## src/rtl/axil_reg_bridge_if.sv

```systemverilog
// Signal bundle around axil_reg_bridge: AXI4-Lite on one side, held-request register bus on the other.
// The slave modport is the bridge's view; the master modport is the surrounding system's view.
interface axil_reg_bridge_if;
    logic        s_axi_awvalid;
    logic        s_axi_awready;
    logic [31:0] s_axi_awaddr;
    logic        s_axi_wvalid;
    logic        s_axi_wready;
    logic [31:0] s_axi_wdata;
    logic [3:0]  s_axi_wstrb;
    logic        s_axi_bvalid;
    logic        s_axi_bready;
    logic [1:0]  s_axi_bresp;
    logic        s_axi_arvalid;
    logic        s_axi_arready;
    logic [31:0] s_axi_araddr;
    logic        s_axi_rvalid;
    logic        s_axi_rready;
    logic [31:0] s_axi_rdata;
    logic [1:0]  s_axi_rresp;
    logic        m0_wen;
    logic [31:0] m0_waddr;
    logic [31:0] m0_wdata;
    logic [7:0]  m0_wstrb;
    logic        m0_wrdy;
    logic        m0_ren;
    logic [31:0] m0_raddr;
    logic [31:0] m0_rdata;
    logic        m0_rrdy;

    modport slave (
        input  s_axi_awvalid, s_axi_awaddr, s_axi_wvalid, s_axi_wdata, s_axi_wstrb,
               s_axi_bready, s_axi_arvalid, s_axi_araddr, s_axi_rready,
               m0_wrdy, m0_rdata, m0_rrdy,
        output s_axi_awready, s_axi_wready, s_axi_bvalid, s_axi_bresp,
               s_axi_arready, s_axi_rvalid, s_axi_rdata, s_axi_rresp,
               m0_wen, m0_waddr, m0_wdata, m0_wstrb, m0_ren, m0_raddr
    );

    modport master (
        output s_axi_awvalid, s_axi_awaddr, s_axi_wvalid, s_axi_wdata, s_axi_wstrb,
               s_axi_bready, s_axi_arvalid, s_axi_araddr, s_axi_rready,
               m0_wrdy, m0_rdata, m0_rrdy,
        input  s_axi_awready, s_axi_wready, s_axi_bvalid, s_axi_bresp,
               s_axi_arready, s_axi_rvalid, s_axi_rdata, s_axi_rresp,
               m0_wen, m0_waddr, m0_wdata, m0_wstrb, m0_ren, m0_raddr
    );
endinterface

```

## src/rtl/axil_reg_bridge.sv

```systemverilog
// AXI4-Lite slave to register-bus master bridge with independent write/read FSMs,
// fully registered outputs and an optional per-request timeout that answers SLVERR.
module axil_reg_bridge #(
    parameter int unsigned TIMEOUT  = 256,
    parameter int unsigned TO_WIDTH = 9
) (
    input  logic              clk,
    input  logic              resetn,
    axil_reg_bridge_if.slave  bus
);
    localparam logic [1:0]          RESP_OKAY   = 2'b00;
    localparam logic [1:0]          RESP_SLVERR = 2'b10;
    localparam bit                  TO_EN       = (TIMEOUT != 0);
    localparam logic [TO_WIDTH-1:0] TO_LAST     = TO_WIDTH'(TO_EN ? TIMEOUT - 1 : 0);

    typedef enum logic [1:0] {W_IDLE, W_REQ, W_RESP} w_state_t;
    typedef enum logic [1:0] {R_IDLE, R_REQ, R_RESP} r_state_t;

    w_state_t            w_state, w_next;
    r_state_t            r_state, r_next;
    logic                aw_held, w_held, aw_held_next, w_held_next;
    logic                aw_hs, w_hs, ar_hs;
    logic                w_timeout, r_timeout;
    logic [TO_WIDTH-1:0] w_cnt, r_cnt;

    // Readies are only ever high in the idle states, so these cannot fire mid-transfer.
    assign aw_hs     = bus.s_axi_awvalid & bus.s_axi_awready;
    assign w_hs      = bus.s_axi_wvalid  & bus.s_axi_wready;
    assign ar_hs     = bus.s_axi_arvalid & bus.s_axi_arready;
    assign w_timeout = TO_EN && (w_cnt == TO_LAST) && !bus.m0_wrdy;
    assign r_timeout = TO_EN && (r_cnt == TO_LAST) && !bus.m0_rrdy;

    always_ff @(posedge clk or negedge resetn) begin
        if (!resetn) begin
            w_state <= W_IDLE;
            r_state <= R_IDLE;
        end else begin
            w_state <= w_next;
            r_state <= r_next;
        end
    end

    always_comb begin
        w_next       = w_state;
        aw_held_next = aw_held;
        w_held_next  = w_held;
        case (w_state)
            W_IDLE: begin
                aw_held_next = aw_held | aw_hs;
                w_held_next  = w_held | w_hs;
                if (aw_held_next && w_held_next) w_next = W_REQ;
            end
            W_REQ: begin
                if (bus.m0_wrdy || w_timeout) w_next = W_RESP;
            end
            W_RESP: begin
                if (bus.s_axi_bready) begin
                    w_next       = W_IDLE;
                    aw_held_next = 1'b0;
                    w_held_next  = 1'b0;
                end
            end
            default: w_next = W_IDLE;
        endcase
    end

    always_comb begin
        r_next = r_state;
        case (r_state)
            R_IDLE: if (ar_hs) r_next = R_REQ;
            R_REQ:  if (bus.m0_rrdy || r_timeout) r_next = R_RESP;
            R_RESP: if (bus.s_axi_rready) r_next = R_IDLE;
            default: r_next = R_IDLE;
        endcase
    end

    // Write-side registered outputs, decoded from the next state so they line up with it.
    always_ff @(posedge clk or negedge resetn) begin
        if (!resetn) begin
            aw_held           <= 1'b0;
            w_held            <= 1'b0;
            bus.s_axi_awready <= 1'b1;
            bus.s_axi_wready  <= 1'b1;
            bus.s_axi_bvalid  <= 1'b0;
            bus.s_axi_bresp   <= RESP_OKAY;
            bus.m0_wen        <= 1'b0;
            bus.m0_waddr      <= '0;
            bus.m0_wdata      <= '0;
            bus.m0_wstrb      <= '0;
            w_cnt             <= '0;
        end else begin
            aw_held           <= aw_held_next;
            w_held            <= w_held_next;
            bus.s_axi_awready <= (w_next == W_IDLE) && !aw_held_next;
            bus.s_axi_wready  <= (w_next == W_IDLE) && !w_held_next;
            bus.m0_wen        <= (w_next == W_REQ);
            bus.s_axi_bvalid  <= (w_next == W_RESP);
            if (aw_hs) bus.m0_waddr <= bus.s_axi_awaddr;
            if (w_hs) begin
                bus.m0_wdata <= bus.s_axi_wdata;
                bus.m0_wstrb <= {4'b0000, bus.s_axi_wstrb};
            end
            if (w_state == W_REQ && w_next == W_RESP)
                bus.s_axi_bresp <= bus.m0_wrdy ? RESP_OKAY : RESP_SLVERR;
            if (w_state != W_REQ)      w_cnt <= '0;
            else if (w_cnt != TO_LAST) w_cnt <= w_cnt + 1'b1;
        end
    end

    always_ff @(posedge clk or negedge resetn) begin
        if (!resetn) begin
            bus.s_axi_arready <= 1'b1;
            bus.s_axi_rvalid  <= 1'b0;
            bus.s_axi_rdata   <= '0;
            bus.s_axi_rresp   <= RESP_OKAY;
            bus.m0_ren        <= 1'b0;
            bus.m0_raddr      <= '0;
            r_cnt             <= '0;
        end else begin
            bus.s_axi_arready <= (r_next == R_IDLE);
            bus.m0_ren        <= (r_next == R_REQ);
            bus.s_axi_rvalid  <= (r_next == R_RESP);
            if (ar_hs) bus.m0_raddr <= bus.s_axi_araddr;
            if (r_state == R_REQ && r_next == R_RESP) begin
                bus.s_axi_rdata <= bus.m0_rrdy ? bus.m0_rdata : 32'h0;
                bus.s_axi_rresp <= bus.m0_rrdy ? RESP_OKAY : RESP_SLVERR;
            end
            if (r_state != R_REQ)      r_cnt <= '0;
            else if (r_cnt != TO_LAST) r_cnt <= r_cnt + 1'b1;
        end
    end
endmodule
```

## src/flat_wrapper.sv

```systemverilog
// flat-port wrapper written by rule: the top's interface ports become plain ports
module axil_reg_bridge_flat 
#(
    parameter int unsigned TIMEOUT  = 256,
    parameter int unsigned TO_WIDTH = 9
)
  (clk, resetn, bus_s_axi_awvalid, bus_s_axi_awaddr, bus_s_axi_wvalid, bus_s_axi_wdata, bus_s_axi_wstrb, bus_s_axi_bready, bus_s_axi_arvalid, bus_s_axi_araddr, bus_s_axi_rready, bus_m0_wrdy, bus_m0_rdata, bus_m0_rrdy, bus_s_axi_awready, bus_s_axi_wready, bus_s_axi_bvalid, bus_s_axi_bresp, bus_s_axi_arready, bus_s_axi_rvalid, bus_s_axi_rdata, bus_s_axi_rresp, bus_m0_wen, bus_m0_waddr, bus_m0_wdata, bus_m0_wstrb, bus_m0_ren, bus_m0_raddr);
  axil_reg_bridge_if bus_i ();
  input  logic clk;
  input  logic resetn;
  input wire logic [$bits(bus_i.s_axi_awvalid)-1:0] bus_s_axi_awvalid;
  input wire logic [$bits(bus_i.s_axi_awaddr)-1:0] bus_s_axi_awaddr;
  input wire logic [$bits(bus_i.s_axi_wvalid)-1:0] bus_s_axi_wvalid;
  input wire logic [$bits(bus_i.s_axi_wdata)-1:0] bus_s_axi_wdata;
  input wire logic [$bits(bus_i.s_axi_wstrb)-1:0] bus_s_axi_wstrb;
  input wire logic [$bits(bus_i.s_axi_bready)-1:0] bus_s_axi_bready;
  input wire logic [$bits(bus_i.s_axi_arvalid)-1:0] bus_s_axi_arvalid;
  input wire logic [$bits(bus_i.s_axi_araddr)-1:0] bus_s_axi_araddr;
  input wire logic [$bits(bus_i.s_axi_rready)-1:0] bus_s_axi_rready;
  input wire logic [$bits(bus_i.m0_wrdy)-1:0] bus_m0_wrdy;
  input wire logic [$bits(bus_i.m0_rdata)-1:0] bus_m0_rdata;
  input wire logic [$bits(bus_i.m0_rrdy)-1:0] bus_m0_rrdy;
  output wire logic [$bits(bus_i.s_axi_awready)-1:0] bus_s_axi_awready;
  output wire logic [$bits(bus_i.s_axi_wready)-1:0] bus_s_axi_wready;
  output wire logic [$bits(bus_i.s_axi_bvalid)-1:0] bus_s_axi_bvalid;
  output wire logic [$bits(bus_i.s_axi_bresp)-1:0] bus_s_axi_bresp;
  output wire logic [$bits(bus_i.s_axi_arready)-1:0] bus_s_axi_arready;
  output wire logic [$bits(bus_i.s_axi_rvalid)-1:0] bus_s_axi_rvalid;
  output wire logic [$bits(bus_i.s_axi_rdata)-1:0] bus_s_axi_rdata;
  output wire logic [$bits(bus_i.s_axi_rresp)-1:0] bus_s_axi_rresp;
  output wire logic [$bits(bus_i.m0_wen)-1:0] bus_m0_wen;
  output wire logic [$bits(bus_i.m0_waddr)-1:0] bus_m0_waddr;
  output wire logic [$bits(bus_i.m0_wdata)-1:0] bus_m0_wdata;
  output wire logic [$bits(bus_i.m0_wstrb)-1:0] bus_m0_wstrb;
  output wire logic [$bits(bus_i.m0_ren)-1:0] bus_m0_ren;
  output wire logic [$bits(bus_i.m0_raddr)-1:0] bus_m0_raddr;
  assign bus_i.s_axi_awvalid = bus_s_axi_awvalid;
  assign bus_i.s_axi_awaddr = bus_s_axi_awaddr;
  assign bus_i.s_axi_wvalid = bus_s_axi_wvalid;
  assign bus_i.s_axi_wdata = bus_s_axi_wdata;
  assign bus_i.s_axi_wstrb = bus_s_axi_wstrb;
  assign bus_i.s_axi_bready = bus_s_axi_bready;
  assign bus_i.s_axi_arvalid = bus_s_axi_arvalid;
  assign bus_i.s_axi_araddr = bus_s_axi_araddr;
  assign bus_i.s_axi_rready = bus_s_axi_rready;
  assign bus_i.m0_wrdy = bus_m0_wrdy;
  assign bus_i.m0_rdata = bus_m0_rdata;
  assign bus_i.m0_rrdy = bus_m0_rrdy;
  assign bus_s_axi_awready = bus_i.s_axi_awready;
  assign bus_s_axi_wready = bus_i.s_axi_wready;
  assign bus_s_axi_bvalid = bus_i.s_axi_bvalid;
  assign bus_s_axi_bresp = bus_i.s_axi_bresp;
  assign bus_s_axi_arready = bus_i.s_axi_arready;
  assign bus_s_axi_rvalid = bus_i.s_axi_rvalid;
  assign bus_s_axi_rdata = bus_i.s_axi_rdata;
  assign bus_s_axi_rresp = bus_i.s_axi_rresp;
  assign bus_m0_wen = bus_i.m0_wen;
  assign bus_m0_waddr = bus_i.m0_waddr;
  assign bus_m0_wdata = bus_i.m0_wdata;
  assign bus_m0_wstrb = bus_i.m0_wstrb;
  assign bus_m0_ren = bus_i.m0_ren;
  assign bus_m0_raddr = bus_i.m0_raddr;
  axil_reg_bridge #(.TIMEOUT(TIMEOUT), .TO_WIDTH(TO_WIDTH)) u_core (.clk(clk), .resetn(resetn), .bus(bus_i));
endmodule
```

## config.mk

```make
export PLATFORM = sky130hd
export DESIGN_NAME = axil_reg_bridge_flat
export DESIGN_NICKNAME = d
export VERILOG_FILES = /design/src/rtl/axil_reg_bridge_if.sv /design/src/rtl/axil_reg_bridge.sv /design/src/flat_wrapper.sv
export SDC_FILE = /design/constraint.sdc
export NUM_CORES = 1
export LEC_CHECK = 0
export ABC_AREA = 1
export ABC_CLOCK_PERIOD_IN_PS = 2300
export CORE_MARGIN = 2
export CORE_UTILIZATION = 42
export CTS_BUF_LIST = sky130_fd_sc_hd__clkbuf_16
export DETAILED_ROUTE_END_ITERATION = 7
export GPL_TIMING_DRIVEN = 1
export PLACE_DENSITY_LB_ADDON = 0.1
export SYNTH_ARGS = -nofsm -noshare
export SYNTH_HDL_FRONTEND = slang
export SYNTH_SLANG_ARGS = --single-unit
```

## constraint.sdc

```tcl
create_clock -name clk -period 2.3 [get_ports clk]
set_input_delay 0.69 -clock clk [delete_from_list [all_inputs] [get_ports clk]]
set_output_delay 0.69 -clock clk [all_outputs]
set_load 0.02 [all_outputs]
```

==> results of run 1 <==
[logic make-up (layout without fill, tap and decap cells)]
kind of cell | Yosys count | in the layout
flip-flops | 165 | 165
multiplexers | 100 | 100
AND/OR/NAND/NOR | 99 | 99
AO/OA/AOI/OAI | 55 | 55
buffers and inverters | 50 | 349
adder cells (fa/ha/maj) | 4 | 4
other | 1 | 6
[metal layers]
layer	wire [µm]	global-route usage [%]	vias to the layer above
met4	326	7.56	0
met2	8040	34.1	181
met5	0	0	-
met1	6710	24.1	2321
met3	1150	6.24	29
li1	-	-	2204
[cells in the final DEF (no fill, tap or decap), types with 3 or more instances in the layout]
master,netlist,final
ha_1,4,4
clkbuf_16,0,17
mux2_2,100,100
clkinv_4,0,3
a21oi_1,10,10
o21ai_0,5,5
a22o_1,32,32
conb_1,1,6
nor2_1,27,27
dfrtp_1,162,162
inv_1,26,26
nand2_1,48,47
dfstp_2,3,3
nand3_1,12,12
nor3_1,4,4
buf_12,0,6
clkdlybuf4s50_1,0,279
nand2_2,2,3
clkinv_2,0,5
[per-stage QoR]
step | area (µm²) | power [µW] | setup slack (ns) | utilization, % | cells
after floorplan | 6440 | 8290 | 0.516 | - | 479
after global placement | 9480 | 11500 | 0.340 | 62.8 | 935
after detailed placement | 9480 | 11700 | 0.238 | 62.8 | 935
after CTS | 10000 | 14400 | 0.00942 | 66.5 | 966
after global routing | 10000 | 15000 | 0.00380 | 66.5 | 966
final | 10000 | 14300 | 0.0397 | 66.5 | 966
[cells in the mapped netlist (all sizes together)]
cell / instances / area share [%]
dfrtp: 162 / 63
mux2: 100 / 18
nand2: 51 / 3.2
a22o: 32 / 4.4
inv: 29 / 1.7
nor2: 28 / 1.9
buf: 21 / 2.3
nand3: 12 / 0.94
a21oi: 10 / 0.78
nor3: 5 / 0.47
o21ai: 5 / 0.39
ha: 4 / 0.78
dfstp: 3 / 1.2
a211oi: 2 / 0.23
o22ai: 2 / 0.19
o31ai: 2 / 0.23
and3: 1 / 0.098
conb: 1 / 0.058
nand4: 1 / 0.098
nor4: 1 / 0.098
o21a: 1 / 0.12
o21bai: 1 / 0.12
[sequential cells by signal (all words and copies together), names as in the netlist, 2 cells and up]
register,count
u_core.bus.m0_raddr,32
u_core.bus.m0_waddr,32
u_core.bus.m0_wdata,32
u_core.bus.m0_wstrb,4
u_core.bus.s_axi_rdata,32
u_core.r_cnt,9
u_core.r_state,2
u_core.w_cnt,9
u_core.w_state,2
[how the worst min path moves through the flow]
stage                                    to  slack [ns]  cells after the start
finish              u_core.bus.m0_raddr[27]        0.15                      1
floorplan                    u_core.aw_held        0.39                      0
CTS                 u_core.bus.m0_raddr[27]        0.15                      1
detailed placement            u_core.w_held        0.48                      2
global placement              u_core.w_held        0.48                      2
global route                u_core.r_cnt[3]        0.17                      1
[power breakdown]
part,total (µW),switching [µW],internal [µW]
clock,2710,1130,1580
sequential,4920,692,4230
combinational,6630,3140,3480
total,14300,4960,9290
[area by class of cell]
cell class,instances,area (µm²),area share (%)
multi-input combinational,264,2050,20.4
tap,188,235,2.34
clock inverter,14,136,1.36
clock buffer,17,425,4.24
sequential,165,4130,41.2
inverter,29,111,1.11
timing repair buffer,289,2950,29.4
[repair_timing]
item,CTS,global route
gates resized for setup,0,1
buffers inserted,0,0
setup endpoints to repair,0,1
==> impl_metrics.csv, run 1 <==
group,metric,value,unit
clock_network,clk_pin_slew_worst_paths,0.06,ns
routing,routed_wl,16200,µm
yosys,synthXorXnorAreaFrac,0,%
placed_design,io_buffers,281,
final_layout,syn_to_final_growth,56.5,%
grt,grt_pass1_vias,4829,
final_layout,fillers,1165,
sta,worst_hold_slack,0.152,ns
floorplan,start_util,42.5,%
power_and_ir_drop,powerDensity,1420,nW/µm²
hold_path,hold_class,"primary input to async pin",
grt,grt_pass1_wl,25400,µm
sta,hold_violations,0,
critical_path,rr_endpoint,"u_core.bus.s_axi_rdata[15]",
sta,finalCriticalPeriod,2.26,ns
sta,grt_setup_unrepaired,"no",
power_and_ir_drop,vdd_ir_drop_max,0.624,mV
routing,drtIter0Drc,135,
floorplan,core_area,15100,µm²
routing,via_per_inst,4.90,
critical_path,r2r_setup_slack,0.23,ns
sta,tightest_slew,0.523,ns
routing,drc,0,
clock_network,clock_sinks,165,
sta,fmax,442,MHz
clock_network,cts.path.max_buffers,2,
clock_network,cts_tree,"done",
floorplan,die_w,128,µm
sta,slew_headroom,65.1,%
critical_path,crit_required,1.61,ns
critical_path,cp_slowest_cell,"clkdlybuf4s50_1",
yosys,yosys.area_share.simple,6.77,%
yosys,synth_warnings,0,
critical_path,crit_arrival,1.57,ns
floorplan,dieHeight,128,µm
clock_network,htreeDepth,4,
yosys,synth_mux_area_share,17.5,%
floorplan,ios,288,
yosys,synth-adder-area-share,0.780,%
sta,setup_violations,0,
critical_path,reg2regPathDepth,8,
critical_path,setup.worst_path.end,"bus_s_axi_wready",
critical_path,crit_path_end_kind,"output port",
routing,dr.pass1.iters,4,
clock_network,clk_latency,0.42,ns
placed_design,dpl.hpwl,12200,µm
sta,slew_viol_final,0,
placed_design,gp_congestion,0.825,
critical_path,worstReg2RegStart,"u_core.r_cnt[0]",
grt,grt_max_degree,59,
critical_path,crit_start,"u_core.bus.s_axi_wready",
final_layout,nets,911,
clock_network,hold_buffers,0,
critical_path,crit_path_cell_trace,"clkdlybuf4s50_1",
critical_path,worstSetupPathDepth,1,
routing,wire_per_inst,16.8,µm
final_layout,drive_gt1_share,19.3,%
final_layout,num_antenna_cells,0,
clock_network,cts_buffers,17,
status,status,"complete, no violations",
yosys,synth_top_family_by_area,"multiplexers",
grt,antenna_found_initial,0,
yosys,synth_seq_cells,165,
clock_network,cts_root_buf,"clkbuf_16",
yosys,seq_area_frac_synth,64.4,%
floorplan,rows,45,
grt,grt_usage,20.1,%
job,max-cap-violations,0,
routing,vias,4735,
critical_path,crit_fanout,2,
power_and_ir_drop,power_leakage,0.00435,µW
floorplan,dieArea,16300,µm²
yosys,synth-compound-area-share,6.43,%
grt,overflow,0,
yosys,netlist_area,6420,µm²
sta,tns,0,ns
yosys,synth_cells,474,
sta,fin_crit_sh,98.3,%
critical_path,worst-path-buf-inv,1,
yosys,syn_avg_cell_area,13.5,µm²
critical_path,critPathMaxStageDelay,0.62,ns
yosys,synth_cell_types,30,
critical_path,crit_type,"flop to output port",
critical_path,critPathTopFamily,"buffers and inverters",
critical_path,critPathLaunchType,"flop",
sta,fin_worst_skew,0.00606,ns
routing,ant_nets,0,
No activity file was read; power rests on OpenSTA's default activity.
==> run 2, diff against run 1 <==
- CORE_MARGIN: 2 -> 5
==> impl_metrics.csv, run 2 (same netlist as run 1, synthesis figures left out) <==
group,metric,value,unit
final_layout,syn_to_final_growth,56.7,%
clock_network,cts_root_buf,"clkbuf_16",
final_layout,nets,912,
clock_network,clock_sinks,165,
critical_path,critPathMaxStageDelay,0.38,ns
sta,setup_violations,0,
clock_network,cts.path.max_buffers,2,
critical_path,cp_slowest_cell,"dfrtp_1",
critical_path,r2r_setup_slack,0.16,ns
routing,drtIter0Drc,288,
routing,drc,0,
routing,wire_per_inst,17.7,µm
placed_design,gp_congestion,0.770,
critical_path,crit_fanout,36,
clock_network,hold_buffers,0,
sta,worst_hold_slack,0.127,ns
hold_path,hold_class,"primary input to async pin",
power_and_ir_drop,power_leakage,0.00437,µW
grt,antenna_found_initial,1,
critical_path,path_common_cell,"ha_1",
sta,fin_crit_sh,93.1,%
sta,finalCriticalPeriod,2.14,ns
critical_path,crit_arrival,2.45,ns
routing,vias,4713,
grt,grt_pass1_wl,27200,µm
final_layout,num_antenna_cells,0,
critical_path,crit_type,"flop to flop",
sta,grt_setup_unrepaired,"no",
sta,slew_headroom,64.3,%
placed_design,dpl_cell_area,9460,µm²
critical_path,critPathTopFamily,"simple AND/OR/NAND/NOR gates",
status,status,"complete, no violations",
power_and_ir_drop,p_total,14400,µW
sta,fin_worst_skew,0.0107,ns
power_and_ir_drop,vdd_ir_drop_max,0.771,mV
critical_path,worst-path-buf-inv,1,
routing,routed_wl,17100,µm
sta,tns,0,ns
grt,grt_usage,19.5,%
power_and_ir_drop,powerDensity,1430,nW/µm²
critical_path,crit_required,2.61,ns
final_layout,drive_gt1_share,19.2,%
routing,via_per_inst,4.88,
sta,slew_viol_final,0,
final_layout,mostFrequentLayoutCells,"clkdlybuf4s50_1, dfrtp_1, mux2_2",
critical_path,crit_path_end_kind,"flop",
clock_network,cts_buffers,17,
floorplan,ios,288,
floorplan,rows,45,
placed_design,io_buffers,281,
floorplan,start_util,42.5,%
sta,tightest_slew,0.535,ns
critical_path,crit_path_cell_trace,"ha_1 > nand2_1 > nor4_1 > ha_1 > inv_4 > nand2_2 > nand2_4 > a22o_1",
clock_network,clk_pin_slew_worst_paths,0.06,ns
final_layout,layout_commonest_cell,"clkdlybuf4s50_1",
final_layout,final_cell_area,10100,µm²
grt,overflow,0,
clock_network,clk_latency,0.42,ns
grt,grt_max_degree,51,
critical_path,critPathLaunchType,"flop",
clock_network,cts_tree,"done",
clock_network,htreeDepth,4,
floorplan,core_area,15100,µm²
sta,hold_violations,0,
final_layout,utilization,66.6,%
floorplan,dieArea,17900,µm²
placed_design,dpl.hpwl,13000,µm
grt,grt_pass1_vias,5059,
routing,dr.pass1.iters,4,
floorplan,dieHeight,134,µm
floorplan,die_w,134,µm
routing,ant_nets,0,
sta,fmax,467,MHz
job,max-cap-violations,0,
-- run 2: cell types whose count changed in the layout (fill, tap and decap cells not counted), moves of 2 or more --
| cell | delta |
|---|---|
| inv_6 | -2 |
| bufinv_16 | +2 |
| clkinvlp_4 | +2 |
| buf_12 | -2 |
| buf_4 | +3 |
| clkinv_4 | -3 |
| clkdlybuf4s50_1 | -2 |
-- run 2: area by class of cell --
| class | instances | area [µm²] |
|---|---|---|
| timing repair buffer | 290 | 2940 |
| sequential | 165 | 4130 |
| tap | 188 | 235 |
| clock inverter | 13 | 166 |
| multi-input combinational | 264 | 2050 |
| clock buffer | 17 | 425 |
| inverter | 29 | 111 |
| fill | 1085 | 5030 |
-- run 2: timing repair --
| action | 4_1_cts | 5_1_grt |
|---|---|---|
| buffers inserted | 0 | 0 |
| gates resized for setup | 1 | 2 |
| setup endpoints to repair | 1 | 2 |
| endpoints found under the hold margin | 0 | 0 |
-- run 2: layer usage --
metal  wire, µm  share of wire [%]  GRT usage [%]  vias to the layer above
met4        329                1.9           6.34                        2
li1           -                  -              -                     2201
met5         13              0.076              0                        -
met3       1500                8.8           7.40                       31
met2       8300                 49           32.2                      219
met1       6910                 41           23.6                     2260
-- run 2: stage by stage --
step                cells  setup WS [ns]
finish                966          0.158
global route          966         0.0578
CTS                   966        0.00249
detailed placement    936          0.204
global placement      936          0.313
floorplan             479          0.516
-- run 2: final timing paths --
kind,startpoint,cells past startpoint,to
setup / recovery,u_core.r_cnt[1],8,u_core.bus.s_axi_rdata[9]
hold / removal,resetn,1,u_core.bus.m0_raddr[24]
setup reg to reg,u_core.r_cnt[1],8,u_core.bus.s_axi_rdata[9]
hold reg to reg,u_core.bus.m0_wdata[29],1,u_core.bus.m0_wdata[29]
max in group asynchronous,resetn,2,u_core.bus.s_axi_rdata[9]
min in group clk,u_core.bus.m0_wdata[29],1,u_core.bus.m0_wdata[29]
-- run 2: where the power goes --
part / switching, µW / internal (µW) / leakage, µW
sequential: 679 / 4230 / 0.00201
clock: 1100 / 1780 / 0.000290
combinational: 3160 / 3450 / 0.00207
